`config.mk`:
```
export PLATFORM = sky130hd
export DESIGN_NAME = multicycle_ctrl_flat
export DESIGN_NICKNAME = d
export VERILOG_FILES = /design/src/rtl/cpu_ctrl_pkg.sv /design/src/rtl/multicycle_ctrl_if.sv /design/src/rtl/ctrl_decoder.sv /design/src/rtl/multicycle_ctrl.sv /design/src/flat_wrapper.sv
export SDC_FILE = /design/constraint.sdc
export NUM_CORES = 1
export LEC_CHECK = 0
export BUFFER_PORTS_ARGS = -buffer_cell sky130_fd_sc_hd__buf_2
export CAP_MARGIN = 20
export CORE_ASPECT_RATIO = 0.75
export CORE_MARGIN = 1
export CORE_UTILIZATION = 44
export DETAILED_ROUTE_END_ITERATION = 8
export GPL_TIMING_DRIVEN = 0
export PLACE_DENSITY = 0.8
export SLEW_MARGIN = 15
export SYNTH_ARGS = -nofsm -noshare
export SYNTH_HDL_FRONTEND = slang
export SYNTH_SLANG_ARGS = --single-unit
```
`constraint.sdc`:
```
create_clock -name clk_i -period 1.27 [get_ports clk_i]
set_input_delay 0.1905 -clock clk_i [delete_from_list [all_inputs] [get_ports clk_i]]
set_output_delay 0.1905 -clock clk_i [all_outputs]
set_load 0.03 [all_outputs]
```
`src/rtl/cpu_ctrl_pkg.sv`:
```
// Shared encodings for the multicycle control unit: states, opcode/funct fields,
// ALU control codes, ALU operand-B selects and the decoded-instruction record.
package cpu_ctrl_pkg;

   typedef enum logic [2:0] {
      ST_FETCH  = 3'd0,
      ST_DECODE = 3'd1,
      ST_EXEC   = 3'd2,
      ST_WB     = 3'd3,
      ST_BRANCH = 3'd4,
      ST_ERR    = 3'd5
   } state_e;

   localparam logic [5:0] OP_RTYPE = 6'b000000;
   localparam logic [5:0] OP_ADDI  = 6'b001000;
   localparam logic [5:0] OP_ORI   = 6'b001101;
   localparam logic [5:0] OP_BEQ   = 6'b000100;

   localparam logic [5:0] FN_ADD  = 6'b100000;
   localparam logic [5:0] FN_SUB  = 6'b100010;
   localparam logic [5:0] FN_AND  = 6'b100100;
   localparam logic [5:0] FN_OR   = 6'b100101;
   localparam logic [5:0] FN_SLT  = 6'b101010;
   localparam logic [5:0] FN_SLLV = 6'b000100;
   localparam logic [5:0] FN_SLL  = 6'b000000;
   localparam logic [5:0] FN_SRLV = 6'b000110;
   localparam logic [5:0] FN_SRL  = 6'b000010;

   localparam logic [3:0] ALU_AND = 4'b0000;
   localparam logic [3:0] ALU_OR  = 4'b0001;
   localparam logic [3:0] ALU_ADD = 4'b0010;
   localparam logic [3:0] ALU_SUB = 4'b0110;
   localparam logic [3:0] ALU_SLT = 4'b0111;
   localparam logic [3:0] ALU_SLL = 4'b1000;
   localparam logic [3:0] ALU_SRL = 4'b1001;

   localparam logic [1:0] SRCB_RT   = 2'd0;
   localparam logic [1:0] SRCB_SEXT = 2'd1;
   localparam logic [1:0] SRCB_ZEXT = 2'd2;

   typedef enum logic [1:0] {
      CLS_RTYPE   = 2'd0,
      CLS_IMM     = 2'd1,
      CLS_BEQ     = 2'd2,
      CLS_ILLEGAL = 2'd3
   } cls_e;

   typedef struct packed {
      cls_e       cls;
      logic [3:0] alu_ctrl;
      logic       alu_src_a;
      logic [1:0] alu_src_b;
      logic       legal;
   } dec_t;

endpackage

```
`src/rtl/multicycle_ctrl_if.sv`:
```
// Instruction-field inputs and datapath control outputs of the multicycle controller.
// Strobes are single-cycle level signals sampled on the rising clock edge; there is no backpressure.
interface multicycle_ctrl_if;
   logic [5:0] op_i;
   logic [5:0] funct_i;
   logic       imem_ack_i;
   logic       zero_i;
   logic       imem_req_o;
   logic       ir_we_o;
   logic       pc_we_o;
   logic       pc_src_o;
   logic       alu_src_a_o;
   logic [1:0] alu_src_b_o;
   logic [3:0] alu_ctrl_o;
   logic       reg_we_o;
   logic       reg_dst_o;
   logic       illegal_o;
   logic [2:0] state_o;

   modport master (
      output op_i, funct_i, imem_ack_i, zero_i,
      input  imem_req_o, ir_we_o, pc_we_o, pc_src_o, alu_src_a_o, alu_src_b_o,
             alu_ctrl_o, reg_we_o, reg_dst_o, illegal_o, state_o
   );

   modport slave (
      input  op_i, funct_i, imem_ack_i, zero_i,
      output imem_req_o, ir_we_o, pc_we_o, pc_src_o, alu_src_a_o, alu_src_b_o,
             alu_ctrl_o, reg_we_o, reg_dst_o, illegal_o, state_o
   );
endinterface

```
`src/rtl/ctrl_decoder.sv`:
```
// Combinational instruction decoder: op/funct to instruction class, ALU controls
// and a legality flag.
module ctrl_decoder
   import cpu_ctrl_pkg::*;
(
   input  logic [5:0] op,
   input  logic [5:0] funct,
   output dec_t       dec
);

   always_comb begin
      dec = '{cls: CLS_ILLEGAL, alu_ctrl: ALU_ADD, alu_src_a: 1'b0,
              alu_src_b: SRCB_RT, legal: 1'b0};
      case (op)
         OP_RTYPE: begin
            dec.cls   = CLS_RTYPE;
            dec.legal = 1'b1;
            case (funct)
               FN_ADD:  dec.alu_ctrl = ALU_ADD;
               FN_SUB:  dec.alu_ctrl = ALU_SUB;
               FN_AND:  dec.alu_ctrl = ALU_AND;
               FN_OR:   dec.alu_ctrl = ALU_OR;
               FN_SLT:  dec.alu_ctrl = ALU_SLT;
               FN_SLLV: dec.alu_ctrl = ALU_SLL;
               FN_SRLV: dec.alu_ctrl = ALU_SRL;
               // Immediate shifts take operand A from the shamt field.
               FN_SLL: begin
                  dec.alu_ctrl  = ALU_SLL;
                  dec.alu_src_a = 1'b1;
               end
               FN_SRL: begin
                  dec.alu_ctrl  = ALU_SRL;
                  dec.alu_src_a = 1'b1;
               end
               default: begin
                  dec.cls   = CLS_ILLEGAL;
                  dec.legal = 1'b0;
               end
            endcase
         end
         OP_ADDI: begin
            dec.cls       = CLS_IMM;
            dec.alu_src_b = SRCB_SEXT;
            dec.legal     = 1'b1;
         end
         OP_ORI: begin
            dec.cls       = CLS_IMM;
            dec.alu_ctrl  = ALU_OR;
            dec.alu_src_b = SRCB_ZEXT;
            dec.legal     = 1'b1;
         end
         OP_BEQ: begin
            dec.cls      = CLS_BEQ;
            dec.alu_ctrl = ALU_SUB;
            dec.legal    = 1'b1;
         end
         default: ;
      endcase
   end

endmodule

```
`src/rtl/multicycle_ctrl.sv`:
```
// Multicycle CPU control FSM: FETCH/DECODE/EXEC/WB/BRANCH/ERR with an
// instruction-memory wait timeout and decode fields latched in DECODE.
module multicycle_ctrl
   import cpu_ctrl_pkg::*;
#(
   parameter int IMEM_TIMEOUT = 8
) (
   input  logic            clk_i,
   input  logic            rst_i,
   multicycle_ctrl_if.slave bus
);

   localparam int CW = (IMEM_TIMEOUT > 1) ? $clog2(IMEM_TIMEOUT) : 1;
   localparam logic [CW-1:0] CNT_LAST = CW'(IMEM_TIMEOUT - 1);

   state_e        state, state_nx;
   logic [CW-1:0] wait_cnt;
   logic [3:0]    lat_alu_ctrl;
   logic          lat_src_a;
   logic [1:0]    lat_src_b;
   logic          lat_rtype;
   dec_t          dec;

   ctrl_decoder u_dec (
      .op    (bus.op_i),
      .funct (bus.funct_i),
      .dec   (dec)
   );

   always_ff @(posedge clk_i or negedge rst_i) begin
      if (!rst_i) begin
         state        <= ST_FETCH;
         wait_cnt     <= '0;
         lat_alu_ctrl <= ALU_ADD;
         lat_src_a    <= 1'b0;
         lat_src_b    <= SRCB_RT;
         lat_rtype    <= 1'b1;
      end else begin
         state <= state_nx;
         if (state == ST_FETCH && !bus.imem_ack_i && wait_cnt != CNT_LAST)
            wait_cnt <= wait_cnt + 1'b1;
         else
            wait_cnt <= '0;
         // EXEC and WB work from this snapshot, not from the live op/funct.
         if (state == ST_DECODE) begin
            lat_alu_ctrl <= dec.alu_ctrl;
            lat_src_a    <= dec.alu_src_a;
            lat_src_b    <= dec.alu_src_b;
            lat_rtype    <= (dec.cls == CLS_RTYPE);
         end
      end
   end

   always_comb begin
      state_nx = state;
      case (state)
         ST_FETCH: begin
            if (bus.imem_ack_i)          state_nx = ST_DECODE;
            else if (wait_cnt == CNT_LAST) state_nx = ST_ERR;
         end
         ST_DECODE: begin
            if (!dec.legal)              state_nx = ST_ERR;
            else if (dec.cls == CLS_BEQ) state_nx = ST_BRANCH;
            else                         state_nx = ST_EXEC;
         end
         ST_EXEC:   state_nx = ST_WB;
         ST_WB:     state_nx = ST_FETCH;
         ST_BRANCH: state_nx = ST_FETCH;
         ST_ERR:    state_nx = ST_ERR;
         default:   state_nx = ST_ERR;
      endcase
   end

   // Outputs are forced low for as long as reset is held, not just until the next edge.
   always_comb begin
      bus.imem_req_o  = 1'b0;
      bus.ir_we_o     = 1'b0;
      bus.pc_we_o     = 1'b0;
      bus.pc_src_o    = 1'b0;
      bus.alu_src_a_o = 1'b0;
      bus.alu_src_b_o = SRCB_RT;
      bus.alu_ctrl_o  = 4'b0000;
      bus.reg_we_o    = 1'b0;
      bus.reg_dst_o   = 1'b0;
      bus.illegal_o   = 1'b0;
      if (rst_i) begin
         case (state)
            ST_FETCH: begin
               bus.imem_req_o = 1'b1;
               bus.ir_we_o    = bus.imem_ack_i;
               bus.pc_we_o    = bus.imem_ack_i;
            end
            ST_EXEC: begin
               bus.alu_ctrl_o  = lat_alu_ctrl;
               bus.alu_src_a_o = lat_src_a;
               bus.alu_src_b_o = lat_src_b;
            end
            ST_WB: begin
               bus.alu_ctrl_o  = lat_alu_ctrl;
               bus.alu_src_a_o = lat_src_a;
               bus.alu_src_b_o = lat_src_b;
               bus.reg_we_o    = 1'b1;
               bus.reg_dst_o   = lat_rtype;
            end
            ST_BRANCH: begin
               bus.alu_ctrl_o = ALU_SUB;
               bus.pc_we_o    = bus.zero_i;
               bus.pc_src_o   = 1'b1;
            end
            ST_ERR:  bus.illegal_o = 1'b1;
            default: ;
         endcase
      end
   end

   assign bus.state_o = state;

endmodule

```
`src/flat_wrapper.sv`:
```
// flat-port wrapper written by rule: the top's interface ports become plain ports
module multicycle_ctrl_flat import cpu_ctrl_pkg::*;
#(
   parameter int IMEM_TIMEOUT = 8
)
  (clk_i, rst_i, bus_op_i, bus_funct_i, bus_imem_ack_i, bus_zero_i, bus_imem_req_o, bus_ir_we_o, bus_pc_we_o, bus_pc_src_o, bus_alu_src_a_o, bus_alu_src_b_o, bus_alu_ctrl_o, bus_reg_we_o, bus_reg_dst_o, bus_illegal_o, bus_state_o);
  multicycle_ctrl_if bus_i ();
  input  logic clk_i;
  input  logic rst_i;
  input wire logic [$bits(bus_i.op_i)-1:0] bus_op_i;
  input wire logic [$bits(bus_i.funct_i)-1:0] bus_funct_i;
  input wire logic [$bits(bus_i.imem_ack_i)-1:0] bus_imem_ack_i;
  input wire logic [$bits(bus_i.zero_i)-1:0] bus_zero_i;
  output wire logic [$bits(bus_i.imem_req_o)-1:0] bus_imem_req_o;
  output wire logic [$bits(bus_i.ir_we_o)-1:0] bus_ir_we_o;
  output wire logic [$bits(bus_i.pc_we_o)-1:0] bus_pc_we_o;
  output wire logic [$bits(bus_i.pc_src_o)-1:0] bus_pc_src_o;
  output wire logic [$bits(bus_i.alu_src_a_o)-1:0] bus_alu_src_a_o;
  output wire logic [$bits(bus_i.alu_src_b_o)-1:0] bus_alu_src_b_o;
  output wire logic [$bits(bus_i.alu_ctrl_o)-1:0] bus_alu_ctrl_o;
  output wire logic [$bits(bus_i.reg_we_o)-1:0] bus_reg_we_o;
  output wire logic [$bits(bus_i.reg_dst_o)-1:0] bus_reg_dst_o;
  output wire logic [$bits(bus_i.illegal_o)-1:0] bus_illegal_o;
  output wire logic [$bits(bus_i.state_o)-1:0] bus_state_o;
  assign bus_i.op_i = bus_op_i;
  assign bus_i.funct_i = bus_funct_i;
  assign bus_i.imem_ack_i = bus_imem_ack_i;
  assign bus_i.zero_i = bus_zero_i;
  assign bus_imem_req_o = bus_i.imem_req_o;
  assign bus_ir_we_o = bus_i.ir_we_o;
  assign bus_pc_we_o = bus_i.pc_we_o;
  assign bus_pc_src_o = bus_i.pc_src_o;
  assign bus_alu_src_a_o = bus_i.alu_src_a_o;
  assign bus_alu_src_b_o = bus_i.alu_src_b_o;
  assign bus_alu_ctrl_o = bus_i.alu_ctrl_o;
  assign bus_reg_we_o = bus_i.reg_we_o;
  assign bus_reg_dst_o = bus_i.reg_dst_o;
  assign bus_illegal_o = bus_i.illegal_o;
  assign bus_state_o = bus_i.state_o;
  multicycle_ctrl #(.IMEM_TIMEOUT(IMEM_TIMEOUT)) u_core (.clk_i(clk_i), .rst_i(rst_i), .bus(bus_i));
endmodule
```
==> impl_metrics.tcl, run 1 <==
set metrics [dict create \
    antenna_found_initial 0 \
    total_power_mw 2.50 \
    ios 33 \
    antenna_left 0 \
    cap_violations 0 \
    ctsLongestPathBuffers 2 \
    synthTopCellsByArea "dfrtp_1 (30%), nand2_1 (6.4%), dfstp_2 (5.3%)" \
    synth-seq-cells 14 \
    grt_pass1_vias 1125 \
    ys_warn_count 0 \
    slew_headroom_pct 60.0 \
    dieArea_um2 2470 \
    hold_viol 0 \
    ys_seq_area_share_pct 35.3 \
    clkSlewWorstSetupHoldPaths_ns 0.09 \
    syn-num-nets 130 \
    violations "DRC, setup timing" \
    status "finished, violations left" \
    pwr_density_cell_nw_per_um2 1420 \
    grt_max_degree 13 \
    die_w_um 57.1 \
    drc_errors 2 \
    cts_buffers 3 \
    yosysTopAreaCellShare_pct 30.0 \
    syn2layout_area_growth_pct 75.8 \
    critPathCaptureType "output pin" \
    syn_area_per_cell_um2 8.94 \
    syn_inst 112 \
    max_slew.worst_pin.slew_ns 0.598 \
    placement_rows 14 \
    worstHoldPathType "input pin to flop" \
    critical_path_arrival_ns 1.63 \
    initial_core_util_pct 48.4 \
    insertion_delay_ns 0.30 \
    cts_tree "done" \
    track_usage_pct 30.9 \
    final_cell_mix "buf_2 (20), buf_6 (18), buf_4 (12)" \
    nets 188 \
    placed_cell_area_um2 1300 \
    num_vias 1270 \
    hold-worst-slack_ns 0.165 \
    h-tree-depth 1 \
    slew_violations 0 \
    yosysTopAreaCell "dfrtp_1" \
    setup_violations 28 \
    worst_clock_skew_ns 0.00790 \
    gp_congestion 0.875 \
    final.setup.tns_ns -9.47 \
    power_leakage_nw 0.822 \
    max-vdd-ir-drop_v 0.00135 \
    required_ns 1.08 \
    chipHeight_um 43.3 \
    fmax_mhz 550 \
    dp_hpwl_um 1970 \
    drive_above_1_share_pct 62.7 \
    fin_ws_ns -0.549 \
    ys_types 44 \
    grt_pass1_wl_um 5570 \
    synthArstFlopShare_pct 100 \
    layout_commonest_cell "buf_2" \
    antenna_cells 0 \
    rsz0062_at_grt "yes" \
    fin_util_pct 85.1 \
    first_iter_violations 77 \
    cp-start-kind "flop" \
    synth_area_um2 1000 \
    layout_min_cycle_time_ns 1.82 \
    synth_edf_count 0 \
    core_area_um2 2070 \
    synthFlopType "dfrtp_1" \
    io_buffers 31 \
    regToRegSetupSlack_ns -0.43 \
    first_pass_iters 6 \
    wire_per_inst_um 22.6 \
    via_per_inst 6.58 \
    cp_max_fo 7 \
    wirelength_um 4360 \
    cts_sinks 14 \
    crit_type "flop to output pin" \
    min_period_over_period_pct 143 \
    stdcell_area_um2 1760 \
    cts_root_buf "clkbuf_4" \
    overflow 0 \
]
stage by stage:
stage / worst slack (ns) / cells
after floorplan: -0.521 / 112
after global placement: -0.513 / 167
after global routing: -0.583 / 193
final: -0.549 / 193
after CTS: -0.463 / 187
after detailed placement: -0.572 / 167
critical path: stages (launching register included):
cell and delay (ns):
dfrtp_2 0.44, buf_8 0.15, nor4b_4 0.31, and2_4 0.21, a21o_4 0.10, buf_6 0.12
power breakdown:
group | leakage (nW) | internal, mW | switching (mW)
logic | 0.625 | 0.744 | 0.804
registers | 0.176 | 0.523 | 0.0891
clock network | 0.0210 | 0.175 | 0.165
metal layers:
layer | routed length (um) | GRT usage [%] | up-vias
met3 | 319 | 5.49 | 35
met4 | 274 | 14.6 | 0
met2 | 2150 | 55.8 | 98
met1 | 1620 | 35.9 | 607
li1 | - | - | 530
met5 | 0 | 0 | -
cell families (layout without fill, tap and decap cells):
logic type / after synthesis / count (layout) / synth area share (%)
buffers and inverters: 8 / 63 / 5.12
DFF: 14 / 14 / 35.3
AOI/OAI and AO/OA: 25 / 25 / 18.2
and+or+nand+nor: 62 / 64 / 38.0
xor gates and xnor gates: 1 / 1 / 0.875
adders and majority gates: 2 / 2 / 2.50
registers in the layout, indices dropped and copies added, names as in the netlist:
signal               count
u_core.lat_alu_ctrl      4
u_core.bus.state_o       3
u_core.wait_cnt          3
u_core.lat_src_b         2
u_core.lat_rtype         1
u_core.lat_src_a         1
cell type report:
cell class,count,area (um^2)
Buffer,5,55.1
Fill cell,101,308
Clock buffer,4,36.3
Timing Repair Buffer,53,433
Inverter,1,3.75
Tap cell,24,30.0
Sequential cell,14,357
Multi-Input combinational cell,92,845
path summary, 6_finish.rpt:
kind | to | cells past startpoint | start
worst min-delay path | u_core.lat_src_a | 2 | bus_funct_i[2]
worst max-delay path | bus_pc_we_o | 5 | u_core.bus.state_o[1]
min in group asynchronous | u_core.lat_alu_ctrl[3] | 2 | rst_i
worst max register to register | u_core.lat_alu_ctrl[0] | 6 | u_core.bus.state_o[1]
max in group asynchronous | u_core.bus.state_o[0] | 2 | rst_i
worst min register to register | u_core.lat_rtype | 2 | u_core.lat_rtype
Yosys cell counts (3+ instances only):
cell type and n:
and2_1 4, and3_1 7, a21oi_1 4, nor2_1 10, a21o_1 3, nand2_1 17
o21ai_0 3, nand3_1 3, dfrtp_1 12
repair_timing:
item | in CTS | in global routing
resized for setup | 41 | 24
hold buffers | 2 | 0
pin swaps | 15 | 15
cloned | 2 | 0
setup buffers | 14 | 6
endpoints found under the hold margin | 12 | 0
endpoints found under the setup margin | 23 | 29
Power figures use the tool's default switching activity.
==> inputs of run 2 (changes only) <==
--- a/config.mk
+++ b/config.mk
@@ -7,12 +7,12 @@
 export LEC_CHECK = 0
 export BUFFER_PORTS_ARGS = -buffer_cell sky130_fd_sc_hd__buf_2
 export CAP_MARGIN = 20
-export CORE_ASPECT_RATIO = 0.75
+export CORE_ASPECT_RATIO = 1.4
 export CORE_MARGIN = 1
-export CORE_UTILIZATION = 44
+export CORE_UTILIZATION = 47
 export DETAILED_ROUTE_END_ITERATION = 8
 export GPL_TIMING_DRIVEN = 0
-export PLACE_DENSITY = 0.8
+export PLACE_DENSITY = 0.81
 export SLEW_MARGIN = 15
 export SYNTH_ARGS = -nofsm -noshare
 export SYNTH_HDL_FRONTEND = slang
==> constraint.sdc (replaced) <==
create_clock -name clk_i -period 2.3 [get_ports clk_i]
set_input_delay 0.345 -clock clk_i [delete_from_list [all_inputs] [get_ports clk_i]]
set_output_delay 0.345 -clock clk_i [all_outputs]
set_load 0.03 [all_outputs]
==> run 2 against run 1 <==
  * The run now ends clean
  * Combinational power is 73% lower
  * Core utilization is 22 points lower
  * Global-route usage is 6.8 points lower
  * Hold slack worse by 0.13 ns
  * Critical path depth is 1 higher
  * Final cell count is 13% lower
  * Worst setup slack better by 0.69 ns
  * Sequential power is 49% lower
  * Die area is 6.1% lower
  * Register-to-register slack better by 1.1 ns
  * Cell area is 30% lower
  * Critical endpoint is now bus_alu_ctrl_o[1]
  * Largest cell class unchanged
  * Largest power group unchanged
  * Highest routed layer unchanged
==> impl_metrics.tcl, run 2 (same netlist as run 1, synthesis figures left out) <==
set metrics [dict create \
    via_per_inst 5.82 \
    slew_violations 0 \
    io_buffers 31 \
    grt_max_degree 13 \
    drc_errors 0 \
    initial_core_util_pct 50.7 \
    layout_commonest_cell "buf_2" \
    largest-register "u_core.lat_alu_ctrl" \
    dieArea_um2 2320 \
    place_ws_ns 0.313 \
    cts_root_buf "clkbuf_4" \
    rr_endpoint "u_core.lat_alu_ctrl[2]" \
    wirelength_um 2420 \
    antenna_left 0 \
    grt_pass1_vias 881 \
    max-vdd-ir-drop_v 0.000323 \
    wire_per_inst_um 14.4 \
    ctsLongestPathBuffers 2 \
    cap_violations 0 \
    insertion_delay_ns 0.29 \
    h-tree-depth 1 \
    hold_viol 0 \
    syn2layout_area_growth_pct 23.5 \
    fmax_mhz 463 \
    antenna_cells 0 \
    final.setup.tns_ns 0 \
    cts_buffers 3 \
    chipHeight_um 56.6 \
    nets 167 \
    largest_register_ffs 4 \
    cts_tree "done" \
    layout_min_cycle_time_ns 2.16 \
    worst_clock_skew_ns 0.00336 \
    core_area_um2 1970 \
    final_cell_mix "buf_2 (32), nand2_1 (17), dfrtp_1 (12)" \
    track_usage_pct 24.2 \
    crit_type "flop to output pin" \
    regToRegSetupSlack_ns 0.71 \
    grt_pass1_wl_um 3800 \
    power_leakage_nw 0.650 \
    dp_hpwl_um 1800 \
    cp_max_fo 10 \
    cp-start-kind "flop" \
    cts_resized 0 \
    required_ns 1.96 \
    status "finished, final reports clean" \
    critical_path_arrival_ns 1.82 \
    clkSlewWorstSetupHoldPaths_ns 0.08 \
    crit_end "bus_alu_ctrl_o[1]" \
    worstHoldPathType "input pin to async pin" \
    critPathCaptureType "output pin" \
    num_vias 977 \
    gp_congestion 0.808 \
    cts_sinks 14 \
    overflow 0 \
    pwr_density_cell_nw_per_um2 710 \
    antenna_found_initial 0 \
    r2r_start "u_core.bus.state_o[2]" \
    first_iter_violations 13 \
    die_w_um 41 \
    drive_above_1_share_pct 33.3 \
    placement_rows 19 \
    rsz0062_at_grt "no" \
    cts_setup_buffers 0 \
    ios 33 \
    max_slew.worst_pin.slew_ns 0.572 \
    fin_ws_ns 0.139 \
    setup_violations 0 \
    slew_headroom_pct 61.7 \
    first_pass_iters 4 \
    rr_worst_depth 4 \
    min_period_over_period_pct 93.9 \
    cp-startpoint "u_core.bus.state_o[1]" \
]
[run 2: cell count changes in the layout (fill, tap and decap cells not counted), sizes merged]
| cell | before | now |
|---|---|---|
| buf | 54 | 35 |
| or3b | 2 | 1 |
| dlygate4sd3 | 2 | 1 |
| nor2b | 3 | 2 |
[run 2: worst min path at each step]
stage                                        end  depth (start not counted)   from
final                     u_core.lat_alu_ctrl[1]                          1  rst_i
after global routing      u_core.lat_alu_ctrl[1]                          1  rst_i
after global placement        u_core.wait_cnt[0]                          1  rst_i
after floorplan            u_core.bus.state_o[0]                          0  rst_i
after CTS                       u_core.lat_rtype                          1  rst_i
after detailed placement      u_core.wait_cnt[0]                          1  rst_i
[run 2: repair_timing]
action,CTS,global route
endpoints found under the hold margin,12,0
setup endpoints to repair,0,0
hold buffers,1,0
[run 2: layer usage]
metal	track usage, %	part of all wire [%]
met1	28.5	39
met2	39.1	52
met3	3.56	5.6
met4	12.9	2.5
met5	0	0
[run 2: report_power, final]
group          internal (mW)  switching [mW]  total, mW
combinational          0.151           0.272      0.423
clock                 0.0610          0.0829      0.144
sequential             0.285          0.0264      0.312
total                  0.497           0.381      0.878
[run 2: layout make-up]
type	instances	area, um^2
Sequential cell	14	353
Multi-Input combinational cell	90	618
Fill cell	172	737
Buffer	7	47.5
Clock buffer	3	22.5
Inverter	1	3.75
Timing Repair Buffer	32	165
Tap cell	21	26.3
[run 2: metrics by stage]
stage | std cells | utilization [%] | cell area (um^2) | hold WS (ns) | total power, mW
global placement | 164 | 61.0 | 1200 | 0.261 | 0.717
global route | 168 | 62.7 | 1240 | 0.0345 | 0.926
CTS | 168 | 62.7 | 1240 | 0.0392 | 0.876
finish | 168 | 62.7 | 1240 | 0.0347 | 0.878
detailed placement | 164 | 61.0 | 1200 | 0.263 | 0.730
floorplan | 112 | - | 1020 | 0.0494 | 0.618
[run 2: critical path, cell delays in order, from the launching register on]
cell and delay [ns]:
dfrtp_1 0.37, buf_6 0.16, nor2b_1 0.16, clkbuf_1 0.30
nand2_1 0.09, a21boi_0 0.20, buf_2 0.23
